<file path="config.mk">
export PLATFORM = sky130hd
export DESIGN_NAME = te_fifo_sched
export DESIGN_NICKNAME = d
export VERILOG_FILES = /design/src/rtl/te_sched_pkg.sv /design/src/rtl/te_sched_prio_enc.sv /design/src/rtl/te_fifo_sched.sv
export SDC_FILE = /design/constraint.sdc
export NUM_CORES = 1
export LEC_CHECK = 0
export ABC_AREA = 1
export BUFFER_PORTS_ARGS = -buffer_cell sky130_fd_sc_hd__buf_2
export CAP_MARGIN = 15
export CELL_PAD_IN_SITES_DETAIL_PLACEMENT = 0
export CELL_PAD_IN_SITES_GLOBAL_PLACEMENT = 1
export CORE_ASPECT_RATIO = 0.7
export CORE_MARGIN = 1
export CORE_UTILIZATION = 36
export CTS_CLUSTER_SIZE = 24
export DETAILED_ROUTE_END_ITERATION = 6
export PLACE_DENSITY = 0.83
export SKIP_CTS_REPAIR_TIMING = 1
export SLEW_MARGIN = 20
export SYNTH_ARGS = -nofsm -noshare
export SYNTH_HDL_FRONTEND = slang
export SYNTH_HIERARCHICAL = 1
export SYNTH_SLANG_ARGS = --single-unit
</file>
<file path="constraint.sdc">
create_clock -name clk -period 1.5 [get_ports clk]
set_input_delay 0.15 -clock clk [delete_from_list [all_inputs] [get_ports clk]]
set_output_delay 0.15 -clock clk [all_outputs]
set_load 0.1 [all_outputs]
</file>
<file path="src/rtl/te_sched_pkg.sv">
// Shared types and defaults for the tracking-engine FIFO scheduler.
package te_sched_pkg;

  typedef enum logic [2:0] {
    IDLE,
    REWIND,
    READ,
    WAIT_LAST,
    WAIT_DONE,
    SKIP
  } sched_state_t;

  localparam int unsigned DEF_CH_NUM         = 8;
  localparam int unsigned DEF_TIMEOUT_CYCLES = 4096;

endpackage

</file>
<file path="src/rtl/te_sched_prio_enc.sv">
// Lowest-set-bit encoder: picks the next pending channel in ascending order.
module te_sched_prio_enc
  import te_sched_pkg::*;
#(
  parameter int unsigned CH_NUM       = DEF_CH_NUM,
  parameter int unsigned CH_IDX_WIDTH = 3
) (
  input  logic [CH_NUM-1:0]       mask,
  output logic [CH_IDX_WIDTH-1:0] idx
);

  logic found;

  always_comb begin
    idx   = '0;
    found = 1'b0;
    for (int unsigned i = 0; i < CH_NUM; i++) begin
      if (mask[i] && !found) begin
        idx   = CH_IDX_WIDTH'(i);
        found = 1'b1;
      end
    end
  end

endmodule

</file>
<file path="src/rtl/te_fifo_sched.sv">
// Round-robin scheduler sharing one tracking-engine FIFO block across correlator channels.
// Optional watchdog: define TE_SCHED_TIMEOUT_EN.
module te_fifo_sched
  import te_sched_pkg::*;
#(
  parameter int unsigned CH_NUM         = DEF_CH_NUM,
  parameter int unsigned CH_IDX_WIDTH   = 3,
  parameter int unsigned BLK_CNT_WIDTH  = 16,
  parameter int unsigned TIMEOUT_CYCLES = DEF_TIMEOUT_CYCLES
) (
  input  logic                     clk,
  input  logic                     rst_b,
  input  logic                     te_enable,
  input  logic [CH_NUM-1:0]        channel_enable,
  input  logic                     fifo_ready,
  input  logic                     fifo_last_data,
  output logic                     fifo_read,
  output logic                     fifo_rewind,
  output logic                     fifo_skip,
  output logic                     ch_start,
  output logic [CH_IDX_WIDTH-1:0]  ch_index,
  input  logic                     ch_done,
  output logic                     round_done,
  output logic                     busy,
  output logic [BLK_CNT_WIDTH-1:0] block_count,
  output logic                     timeout_err
);

  sched_state_t            state, state_nxt;
  logic [CH_NUM-1:0]       pending;
  logic [CH_NUM-1:0]       remaining;
  logic [CH_IDX_WIDTH-1:0] next_idx;
  logic                    done_seen;
  logic                    chan_fin;
  logic                    abort;
  logic                    tmo;

  te_sched_prio_enc #(
    .CH_NUM      (CH_NUM),
    .CH_IDX_WIDTH(CH_IDX_WIDTH)
  ) u_prio_enc (
    .mask(pending),
    .idx (next_idx)
  );

  assign remaining = pending & ~(CH_NUM'(1) << ch_index);
  assign abort     = (state != IDLE) && !te_enable;

  always_comb begin
    state_nxt = state;
    chan_fin  = 1'b0;
    if (abort) begin
      state_nxt = IDLE;
    end else begin
      case (state)
        IDLE:
          if (te_enable && fifo_ready) state_nxt = (|channel_enable) ? REWIND : SKIP;
        REWIND: state_nxt = READ;
        READ:   state_nxt = WAIT_LAST;
        WAIT_LAST:
          if (tmo) begin
            chan_fin  = 1'b1;
            state_nxt = (|remaining) ? REWIND : SKIP;
          end else if (fifo_last_data) begin
            state_nxt = WAIT_DONE;
          end
        WAIT_DONE:
          if (ch_done || done_seen || tmo) begin
            chan_fin  = 1'b1;
            state_nxt = (|remaining) ? REWIND : SKIP;
          end
        SKIP:    state_nxt = IDLE;
        default: state_nxt = IDLE;
      endcase
    end
  end

  always_ff @(posedge clk or negedge rst_b) begin
    if (!rst_b) begin
      state       <= IDLE;
      pending     <= '0;
      ch_index    <= '0;
      done_seen   <= 1'b0;
      block_count <= '0;
    end else begin
      state <= state_nxt;
      if (abort) begin
        pending   <= '0;
        done_seen <= 1'b0;
      end else begin
        case (state)
          IDLE:      if (te_enable && fifo_ready) pending <= channel_enable;
          REWIND:    begin
            ch_index  <= next_idx;
            done_seen <= 1'b0;
          end
          // ch_done coinciding with the last sample must not be lost
          WAIT_LAST: if (fifo_last_data) done_seen <= ch_done;
          SKIP:      block_count <= block_count + 1'b1;
          default:   ;
        endcase
        if (chan_fin) begin
          pending   <= remaining;
          done_seen <= 1'b0;
        end
      end
    end
  end

  assign busy        = (state != IDLE);
  assign fifo_rewind = (state == REWIND);
  assign fifo_read   = (state == READ);
  assign ch_start    = (state == READ);
  assign fifo_skip   = (state == SKIP) && te_enable;
  assign round_done  = fifo_skip;

`ifdef TE_SCHED_TIMEOUT_EN
  localparam int unsigned TW = (TIMEOUT_CYCLES > 2) ? $clog2(TIMEOUT_CYCLES) : 1;

  logic [TW-1:0] wd_cnt;
  logic          in_wait;
  logic          tmo_err;

  assign in_wait = (state == WAIT_LAST) || (state == WAIT_DONE);
  assign tmo     = in_wait && (wd_cnt == TW'(TIMEOUT_CYCLES - 1));

  always_ff @(posedge clk or negedge rst_b) begin
    if (!rst_b) begin
      wd_cnt  <= '0;
      tmo_err <= 1'b0;
    end else begin
      if (state_nxt != state) wd_cnt <= '0;
      else if (in_wait)       wd_cnt <= wd_cnt + 1'b1;
      if (tmo) tmo_err <= 1'b1;
    end
  end

  assign timeout_err = tmo_err;
`else
  logic unused_timeout;

  assign unused_timeout = ^TIMEOUT_CYCLES;
  assign tmo            = 1'b0;
  assign timeout_err    = 1'b0;
`endif

endmodule

</file>
# ---- Yosys cells after proc, flatten, opt, wreduce, memory -nomap -nowiden
# Cells that the tools add are included.
# W data, S select, Z words.
dict set report word_totals {
  mem_bits_ro 0
  ram_bits 0
  input_bits 14
  word_cells 82
  latch_bits 0
  n_memories 0
  ff_bits 31
}
dict set report classes {
  multipliers 0
  n_lt_le_gt_ge 0
  eq_ne 9
  shifts 1
  n_mux 32
  reduce_logical 31
  div_mod_pow 0
  bitwise 3
  add_sub_neg 1
}
# operator count
set op_table {}
lappend op_table {{$mux W8} 4}
lappend op_table {{$mux W3} 10}
lappend op_table {{$add A16 B1 Y16 const B} 1}
lappend op_table {{$reduce_or A8 Y1} 2}
lappend op_table {{$pmux W3 S5} 1}
lappend op_table {{$mux W1} 14}
lappend op_table {{$logic_and A1 B1 Y1} 10}
lappend op_table {{$ne A3 B3 Y1 const B} 3}
lappend op_table {{$reduce_bool A3 Y1} 3}
lappend op_table {{$and A8 B8 Y8} 1}
lappend op_table {{$logic_not A1 Y1} 8}
lappend op_table {{$not A8 Y8} 1}
lappend op_table {{$reduce_and A2 Y1} 4}
lappend op_table {{$shl A1 B3 Y8 const A} 1}
lappend op_table {{$eq A3 B2 Y1 const B} 2}
lappend op_table {{$eq A3 B3 Y1 const B} 2}
lappend op_table {{$mux W2} 2}
lappend op_table {{$ne A4 B4 Y1 const B} 1}
lappend op_table {{$reduce_bool A4 Y1} 1}
lappend op_table {{$eq A3 B1 Y1 const B} 1}
lappend op_table {{$logic_not A3 Y1} 1}
lappend op_table {{$reduce_and A3 Y1} 1}
lappend op_table {{$pmux W1 S2} 1}
lappend op_table {{$logic_or A1 B1 Y1} 1}
lappend op_table {{$not A1 Y1} 1}

# ---- Longest topological paths before layout
dict set report depth {
  ltp_word 22
  mapped_depth 9
}

# ---- By module
# Netlist, hierarchy kept.
# module seq_area_each_um2 instances cells_per_inst area_each_um2
set modules_own_cells {}
lappend modules_own_cells {te_fifo_sched 775.7 1 236 1752.9}
lappend modules_own_cells {te_sched_prio_enc 0.0 1 21 93.8}

# ---- Worst setup path before layout
# OpenSTA, ideal clock, no wires.
dict set report synth_timing {
  kind {register to register}
  from {register state[2]}
  to {register ch_index[2]}
  path_buffers 0
  arrival_ns 2.421
  synth_period_minus_slack_ns 2.552
  stages_incl_launch_ff 7
  setup_slack_ns -1.052
  required_time_ns 1.370
  path_cell_list {dfrtp_1 -> inv_1 -> nand2_1 -> nor2_1 -> nand2_1 -> nor2_1 -> a21oi_1}
}
# item line
set synth_rtl {}
lappend synth_rtl {{from (decl)} te_fifo_sched.sv:29} ;# sched_state_t state, state_nxt;
lappend synth_rtl {{from (signal assigned)} te_fifo_sched.sv:86} ;# state <= state_nxt;
lappend synth_rtl {{$eq A3 B1 Y1} --}
lappend synth_rtl {{via fifo_rewind} te_fifo_sched.sv:18} ;# output logic fifo_rewind,
lappend synth_rtl {{$reduce_and A2 Y1 (no line)} --}
lappend synth_rtl {{to (signal assigned)} te_fifo_sched.sv:94} ;# ch_index <= next_idx;
lappend synth_rtl {{to (decl)} te_fifo_sched.sv:21} ;# output logic [CH_IDX_WIDTH-1:0] ch_index,
# The timed path passes the listed nets, and every way through them passes these cells.
# A chain may end at the register's enable or synchronous reset.

# ---- Worst setup path after layout
dict set report layout_timing {
  from {register state[1]}
  to {output port round_done}
}
dict set report layout_between {
  elab_chain_len 2
}
# item line
set layout_rtl {}
lappend layout_rtl {{$eq A3 B3 Y1} te_fifo_sched.sv:114} ;# assign fifo_skip = (state == SKIP) && te_enable;
lappend layout_rtl {{$logic_and A1 B1 Y1} te_fifo_sched.sv:114}
lappend layout_rtl {{to (decl)} te_fifo_sched.sv:23} ;# output logic round_done,
# No other way between the ends.

==> results.md <==
- CP max stage delay: 440 ps
- Setup WS pre-CTS: 6.25 ps
- Pwr Total: about 4.8 mW
- Synth Flop Type: dfrtp_1
- Cell with the most instances after synthesis: nand2_1
- Max H-tree Level: 2
- Simple-gate share of the synthesized area: 0.343
- Post-synthesis mux area share: 0
- Fmax: about 0.67 GHz
- Row count: 21
- CP max stage cell: dfrtp_2
- Hold/Removal Path Class: in2reg
- Critical Path, Cell by Cell: inv_2 -> nand4_4 -> clkinv_8 -> buf_8 -> buf_12
- Post-Syn Nets: 272
- Core area: 4860 µm²
- Clock slew at reported path FFs: 60 ps
- Post-synthesis sequential area ratio: 0.420
- Number of global-route vias before repair: 1,556
- Post-route cell area: about 2500 µm²
- Mapped cell area: approximately 1800 µm²
- GRT Resource Usage Total: 0.178
- Critical path arrival: 1330 ps
- Fillers: 481
- Adder-cell share of the synthesized area: 0.00678
- Period utilization: 0.988
- Worst-Skew Late Latency: 280 ps
- DRT Pass-1 Iters: 4
- Mean Syn Cell Area: 7.19 µm²
- Synth area leaders: dfrtp_1 (42%), nand2_1 (13%), nor2_1 (8.3%)
- Fin util: 0.514
- Synth cell types: 26
- TritonCTS buffer count: 5
- Hold Worst Slack: 146 ps
- GR Overflow Total: 0
- Nets@finish: 325
- Area of the multi-input gates: 990 µm²
- Synth cell count leaders: nand2_1 (63), nor2_1 (41), inv_1 (34)
- Total power divided by cell area: 1910 nW/µm²
- Boundary Pins: 40
- Synth Area in Compound Gates: 0.0847
- Die X: approximately 90 µm
- Ratio of cells with drive above 1 in the final layout: 0.318
- Pin count of the biggest net entering global routing: 24
- Max-cap violation count: 0
- WL per Instance: 11.7 µm
- Post-Synth XOR/XNOR Area: 0.0569
- Share of the synthesized area in the top cell type: 0.420
- Storage element area: 815 µm²
- Critical Path Start Type: flop
- Initial Util: 0.380
- Area grow syn2layout: 35.3%
- YS warnings: 6
- Die area: 5420 µm²
- Syn Inst Count: ~260
- Worst Tran Pin Value: 522 ps
- Clock skew: approximately 7.4 ps
- Final min period: around 1500 ps
- Post-route ant nets: 0
- RSZ-0062 raised after global routing: true
- Final setup vio count: 0
- Area leader, netlist: dfrtp_1
- Die H: 61.9 µm
- Cell chosen for the clock root: clkbuf_8
- Largest family of logic cells by synthesized area: simple AND/OR/NAND/NOR gates
- Initial DRC count: 100
- Pleak: 1.24 nW
- Ant. Diodes: 0
- DRC Markers: 0
- Critical path data required time: 1350 ps
- Asr flop ratio synth: 1.00
- Clk buf depth: 2
- Critical Path Fanout Max: 6
- Peak supply drop: 0.00126 V
- CTS tree: done
- Synth Register Bits: 31
- DP Area: 2330 µm²
- Worst Setup Slack, final: roughly 18 ps
- Post-DP HPWL: 3570 µm
- CP Capture Type: primary output
- Final Max Tran Viols: 0
- Initial antenna violation count: 0
- Via/cell ratio: 4.61
- Post-synth EDFFs: 0
- Drt total wl: 4460 µm
- Max-Slew Margin vs Limit: 0.652
- Port Buffers: 38
- First-pass GRT wire length: 7190 µm
- Final Hold Viols: 0
- RD Place Congestion: roughly 0.85
- Status: finished clean
- Crit path kind: reg2out
- CTS Sinks: 31
- Vias: 1,753
==> cells by family after synthesis <==
family | after synthesis
simple gates | 143
buf+inv | 39
flops | 31
compound gates | 30
xor+xnor | 12
fa+ha+maj | 1
other cells | 1
==> through the flow <==
stage	TNS, ps	instances
2_1_floorplan	-557	257
3_3_place_gp	0	367
3_5_place_dp	0	367
4_1_cts	-122	375
5_1_grt	-90.5	380
6_report	0	380
==> registers in the layout, indices dropped and copies added, names as in the netlist <==
name         count
block_count     16
ch_index         3
done_seen        1
pending          8
state            3
==> worst max-delay path: cells and delay by family (launching register included) <==
family	cells	cell delay [ps]
and+or+nand+nor	1	160
DFF	1	440
buffers and inverters	4	450
==> per-layer routing <==
layer / wire, µm / share of wire / GRT usage / vias up
met2: 1670 / 0.37 / 0.237 / 48
li1: - / - / - / 921
met3: 281 / 0.063 / 0.0502 / 5
met1: 2470 / 0.55 / 0.274 / 779
met4: 31 / 0.0070 / 0.0515 / 0
met5: 0 / 0 / 0 / -
==> layout make-up <==
class                           instances  area share
Multi-Input combinational cell        187       0.396
Sequential cell                        31       0.326
Timing Repair Buffer                   49       0.151
Inverter                               36      0.0601
Tap cell                               69      0.0346
Clock buffer                            7      0.0305
Clock inverter                          1     0.00200
==> layout by cell type, fill, tap and decap left out, types with 4 or more instances in the layout <==
cell type / netlist / final
buf_12: 0 / 6
nand3_1: 20 / 20
nand2_2: 1 / 4
dfrtp_1: 31 / 10
buf_4: 3 / 8
a21oi_1: 14 / 14
buf_2: 0 / 32
nor3_1: 4 / 4
dfrtp_2: 0 / 16
nand2_1: 63 / 58
o21ai_0: 13 / 10
clkbuf_8: 0 / 5
xor2_1: 10 / 10
inv_1: 34 / 31
dfrtp_4: 0 / 5
nor2_4: 1 / 6
nor2_1: 41 / 37
o21ai_1: 1 / 4
nand4_1: 4 / 4
==> path summary, 6_finish.rpt <==
path	start	to	slack [ps]	cells past startpoint
setup / recovery	state[1]	round_done	20	5
hold / removal	ch_done	done_seen	150	3
setup reg to reg	state[0]	pending[7]	90	6
hold reg to reg	block_count[12]	block_count[12]	490	1
max in group asynchronous	rst_b	state[2]	580	3
min in group asynchronous	rst_b	block_count[12]	380	2
==> where the power goes <==
group | switching [mW] | internal (mW)
registers | 0.346 | 1.10
logic | 1.92 | 0.791
clock network | 0.288 | 0.325
total | 2.55 | 2.21
Note: power is estimated with default switching activity, not from simulation.
